===== config.mk =====
export PLATFORM = sky130hd
export DESIGN_NAME = trace_buffer
export DESIGN_NICKNAME = d
export VERILOG_FILES = /design/src/rtl/trace_buffer.sv
export SDC_FILE = /design/constraint.sdc
export NUM_CORES = 2
export LEC_CHECK = 0
export BUFFER_PORTS_ARGS = -buffer_cell sky130_fd_sc_hd__buf_2
export CAP_MARGIN = 20
export CORE_MARGIN = 5
export CORE_UTILIZATION = 40
export CTS_BUF_LIST = sky130_fd_sc_hd__clkbuf_8
export DETAILED_ROUTE_END_ITERATION = 16
export GPL_TIMING_DRIVEN = 0
export PLACE_DENSITY = 0.62
export REMOVE_ABC_BUFFERS = 1
export SYNTH_ARGS = -nofsm -noshare
export SYNTH_HDL_FRONTEND = slang
export SYNTH_SLANG_ARGS = --single-unit

===== constraint.sdc =====
create_clock -name i_clk -period 5.48 [get_ports i_clk]
set_clock_uncertainty 0.2 [all_clocks]
set_input_delay 1.096 -clock i_clk [delete_from_list [all_inputs] [get_ports i_clk]]
set_output_delay 1.096 -clock i_clk [all_outputs]
set_load 0.03 [all_outputs]

===== src/rtl/trace_buffer.sv =====
// Instruction-trace capture: snoops fetches into a circular RAM around a trigger
// (pre/post window), then drains oldest-first through a registered pop port.
module trace_buffer #(
    parameter int ADDR_W     = 16,
    parameter int INSTR_W    = 24,
    parameter int DEPTH_LOG2 = 6
) (
    input  logic                      i_clk,
    input  logic                      i_rst,
    input  logic                      i_clk_en,
    input  logic                      i_valid,
    input  logic [ADDR_W-1:0]         i_iaddr,
    input  logic [INSTR_W-1:0]        i_instr,
    input  logic                      i_arm,
    input  logic                      i_trig,
    input  logic [DEPTH_LOG2-1:0]     i_post_count,
    input  logic                      i_rd_en,
    output logic [ADDR_W+INSTR_W-1:0] o_rd_data,
    output logic                      o_rd_valid,
    output logic [1:0]                o_state,
    output logic [DEPTH_LOG2:0]       o_count,
    output logic                      o_wrapped
);
    localparam int DW = ADDR_W + INSTR_W;
    localparam int DEPTH = 1 << DEPTH_LOG2;
    localparam logic [DEPTH_LOG2:0] FULL = {1'b1, {DEPTH_LOG2{1'b0}}};

    typedef enum logic [1:0] {IDLE = 2'd0, ARMED = 2'd1, POST = 2'd2, DONE = 2'd3} state_t;

    state_t                state, state_n;
    logic [DEPTH_LOG2-1:0] wr_ptr, rd_ptr, post_cnt;
    logic                  cap, rd_go;
    logic [DW-1:0]         mem [DEPTH];

    always_comb begin
        state_n = state;
        cap     = 1'b0;
        rd_go   = 1'b0;
        if (i_arm) begin
            state_n = ARMED;
        end else begin
            case (state)
                ARMED: begin
                    cap = i_valid;
                    if (i_trig) state_n = (i_post_count == '0) ? DONE : POST;
                end
                POST: begin
                    cap = i_valid;
                    // post_cnt is never 0 while in POST; the last post capture ends it
                    if (i_valid && post_cnt == DEPTH_LOG2'(1)) state_n = DONE;
                end
                DONE:    rd_go = i_rd_en && (o_count != '0);
                default: ;
            endcase
        end
    end

    always_ff @(posedge i_clk or posedge i_rst) begin
        if (i_rst) begin
            state      <= IDLE;
            wr_ptr     <= '0;
            rd_ptr     <= '0;
            post_cnt   <= '0;
            o_count    <= '0;
            o_wrapped  <= 1'b0;
            o_rd_valid <= 1'b0;
            o_rd_data  <= '0;
        end else if (i_clk_en) begin
            state      <= state_n;
            o_rd_valid <= rd_go;
            if (rd_go) o_rd_data <= mem[rd_ptr];
            if (i_arm) begin
                wr_ptr    <= '0;
                rd_ptr    <= '0;
                post_cnt  <= '0;
                o_count   <= '0;
                o_wrapped <= 1'b0;
            end else begin
                if (cap) begin
                    wr_ptr <= wr_ptr + 1'b1;
                    // full buffer: drop the oldest entry to keep the newest history
                    if (o_count == FULL) begin
                        rd_ptr    <= rd_ptr + 1'b1;
                        o_wrapped <= 1'b1;
                    end else begin
                        o_count <= o_count + 1'b1;
                    end
                end
                if (state == ARMED && i_trig) post_cnt <= i_post_count;
                else if (state == POST && cap) post_cnt <= post_cnt - 1'b1;
                if (rd_go) begin
                    rd_ptr  <= rd_ptr + 1'b1;
                    o_count <= o_count - 1'b1;
                end
            end
        end
    end

    always_ff @(posedge i_clk) begin
        if (i_clk_en && cap) mem[wr_ptr] <= {i_iaddr, i_instr};
    end

    assign o_state = state;

endmodule


==> metrics.md <==
| Metric | Value |
|---|---|
| Status | completed |
| P_sw | 0.01289 W |
| Setup bufs post-CTS | 0 |
| Largest net degree at the start of global routing | 65 |
| Top_reg_cell synth | edfxtp_1 |
| RSZ-0062 raised after global routing | false |
| Hold Path Class | input pin to register |
| CTS Buf Count | 426 |
| Switch share | ~27% |
| Critical path type | register to register |
| Layout cells sized above 1 | approximately 27% |
| Initial antenna violation count | 20 |
| Post-Syn Area | 0.1012 sq mm |
| Worst R2R End | o_rd_data[31] |
| Critical path peak fanout | 58 |
| TritonCTS clock tree | yes |
| Most frequent cells in the layout | 2,560 x edfxtp_1, 540 x mux4_2, 444 x clkbuf_8 |
| Hold endpoint | mem[36][7] |
| IO Pins | between 100 and 150 |
| EDFF count, synth | around 2.6k |
| Final critical-path required period | approximately 5.2 ns |
| Fillers | between 20k and 25k |
| DIE WIDTH | 513.0 microns |
| Gpl congestion | between 0.7 and 0.8 |
| Global route overflow | 0 |
| Final nets | roughly 5.2k |
| Fin util | between 40% and 50% |
| Hold buffers post-CTS | 1 |
| R2R depth | 9 |
| Hold Path Depth | 1 |
| Sequential-to-total area share from yosys stat | 77.67% |
| Internal power | between 0.03 and 0.04 W |
| Crit path DAT | between 5 and 6 ns |
| Sequential Power Share | between 40% and 50% |
| Combinational share of power | about a fifth |
| Final antenna-violating net count | 0 |
| Initial Util | ~40% |
| Clk sinks | around 2.6k |
| Reg-to-reg slack, setup | about 0.31 ns |
| Worst-margin pin slew | ~1.2 ns |
| Launch point of the worst reg-to-reg path | rd_ptr[2] |
| Chip height | slightly above 500 microns |
| Via count | 51.50k |
| Final hold violation count | 0 |
| DP HPWL | roughly 170,000 microns |
| Final setup viols | 0 |
| Power after layout | between 0.04 and 0.05 W |
| 1st-iter DRT viols | 6,372 |
| CP Capture Type | register |
| Via density | around 5.8 |
| Crit path launch | rd_ptr[2] |
| First-pass GRT wire length | ~390,000 microns |
| Vias in the first global route | 51.81k |
| Clock Latency Late Sink | approximately 1 ns |
| DRC Markers | 0 |
| Startpoint types | register |
| Most common cell after layout, fill and taps aside | edfxtp_1 |
| Die area | about 0.26 sq mm |
| Max-Cap Viols | 0 |
| PostCTS Resize Cnt | 0 |
| Max Fclk | slightly below 200 MHz |
| Synth Instances | about 4.7k |
| Clock Pin Slew Worst Setup and Hold Paths | 0.06 ns |
| Worst slew margin | between 10% and 20% |
| Maximum level of the CTS H-tree | 5 |
| Worst VDD drop | 0.2437 mV |
| Pins over their slew limit | 0 |
| Yosys warning count | 0 |
| Layout area overhead | 16.40% |
| Yosys cell types | 67 |
| WL/cell | 31.26 microns |
| Number of core rows | between 150 and 200 |
| Yosys top cell by area | edfxtp_1 |
| Share of synthesized flip-flops with an asynchronous set or reset | about 2.6% |
| FF+latch count, synth | 2,629 |
| Final Cycle Share | between 90 and 100% |
| Top cell type's share of synthesized area | ~76% |
| Power density over the cells | 401.1 mW/mm^2 |
| Data required, critical path | 6.08 ns |
| Drt total wl | between 200,000 and 300,000 microns |
| Gr usage total | about a fifth |
| Syn avg cell area | 21.68 sq um |
| Clock Tree Buf Depth | 4 |
| Pre-antenna DRT Iters | 8 |
| Port-buffer cells | approximately 100 |
| Core Box Area | ~0.25 sq mm |
| Min-delay src | i_instr[7] |
| Clock network fraction of design power | about a third |
| Clock tree root driver cell | clkbuf_8 |
| Top cells by area, synth | edfxtp_1 76%, mux4_2 12%, mux2i_1 2.9%, dfrtp_1 1.7%, a22oi_1 0.49% |
| Static leakage | around 37 nW |
## worst max path at each step
stage and to:
2_1_floorplan o_rd_data[26], 3_3_place_gp o_rd_data[3], 3_5_place_dp mem[48][21], 4_1_cts o_rd_data[15]
5_1_grt o_rd_data[15], 6_report o_rd_data[31]
## metal layers
metal | part of all wire, % | global-route usage (%) | routed length [microns] | vias to the layer above
met1 | 40 | 28.40 | 110100 | 27590
li1 | - | - | - | 20820
met5 | 0.019 | 0 | 53 | -
met2 | 48 | 33.58 | 133700 | 2590
met3 | 8.3 | 3.929 | 22890 | 498
met4 | 3.5 | 6.861 | 9596 | 8
## metrics by stage
step | hold slack, ns | instances | instance area (sq um) | setup slack [ns] | setup TNS, ns
after CTS | 0.08165 | 8801 | 117100 | 0.3838 | 0
after floorplan | 0.2713 | 4397 | 99650 | -21.65 | -934.84
after global placement | 0.2853 | 7848 | 104400 | -47.68 | -8116.88
after detailed placement | 0.2864 | 8051 | 109500 | 0.1169 | 0
after global routing | 0.09421 | 8838 | 117800 | 0.2767 | 0
final | 0.1611 | 8840 | 117800 | 0.3063 | 0
## synthesized netlist by cell type, types with 10 or more instances
| cell | instances |
|---|---|
| nand3_1 | 29 |
| buf_2 | 99 |
| o21ai_1 | 14 |
| a311oi_1 | 13 |
| a221oi_1 | 46 |
| mux2_2 | 23 |
| ha_1 | 12 |
| edfxtp_1 | 2560 |
| nor2b_1 | 32 |
| mux4_2 | 540 |
| a22oi_1 | 66 |
| o22ai_1 | 47 |
| clkbuf_1 | 79 |
| buf_1 | 15 |
| nand2_1 | 103 |
| a211oi_1 | 38 |
| and3_1 | 17 |
| and2_1 | 14 |
| a22o_1 | 17 |
| o31ai_1 | 12 |
| a2111oi_0 | 44 |
| a21oi_1 | 60 |
| buf_6 | 30 |
| o21ai_0 | 60 |
| dfrtp_1 | 69 |
| a221o_1 | 15 |
| inv_1 | 13 |
| mux2i_1 | 297 |
| nor3_1 | 20 |
| o211ai_1 | 19 |
| nor2_1 | 117 |
| buf_4 | 48 |
| nand2b_1 | 10 |
## cell type report
type / count / area (sq um) / share of cell area (%)
Antenna cell: 3 / 7.507 / 0.006373
Clock buffer: 444 / 6111 / 5.188
Clock inverter: 305 / 1486 / 1.262
Inverter: 14 / 62.56 / 0.05311
Multi-Input combinational cell: 1754 / 21580 / 18.32
Sequential cell: 2629 / 78620 / 66.74
Tap cell: 3348 / 4189 / 3.556
Timing Repair Buffer: 343 / 5738 / 4.871
## logic make-up (layout without fill, tap and decap cells)
kind of cell    count (synthesis)  in the layout  synth area share, %
other cells                     0              3                    0
buf+inv                       285           1106                1.580
mux                           860            860                15.21
flops                        2629           2629                77.67
simple gates                  371            371                1.735
compound gates                506            506                3.603
xor+xnor                        4              4              0.03462
fa+ha+maj                      13             13               0.1681
## registers in the layout, summed over array words and instances, names as in the netlist, 2 cells and up
name and count:
o_rd_data 40, post_cnt 6, o_count 7, wr_ptr 6, o_state 2, rd_ptr 6, mem 2560
## power groups by stage
| stage | Clock (W) | Combinational, W | Sequential, W |
|---|---|---|---|
| floorplan | 0 | 0.00497 | 0.0235 |
| detailed placement | 0 | 0.00925 | 0.0230 |
| global route | 0.0166 | 0.00980 | 0.0226 |
| global placement | 0 | 0.00558 | 0.0235 |
| finish | 0.0154 | 0.00923 | 0.0226 |
| CTS | 0.0157 | 0.00928 | 0.0226 |
## worst max-delay path: stages, from the launching register on
cell and delay [ns]:
dfrtp_4 0.83, buf_16 0.33, buf_16 0.31, buf_16 0.35, nor2b_4 0.89, a221oi_1 0.24, o21ai_1 0.18, o211ai_1 0.22
a32oi_1 0.79, o31ai_1 0.47
Power figures use the tool's default switching activity.
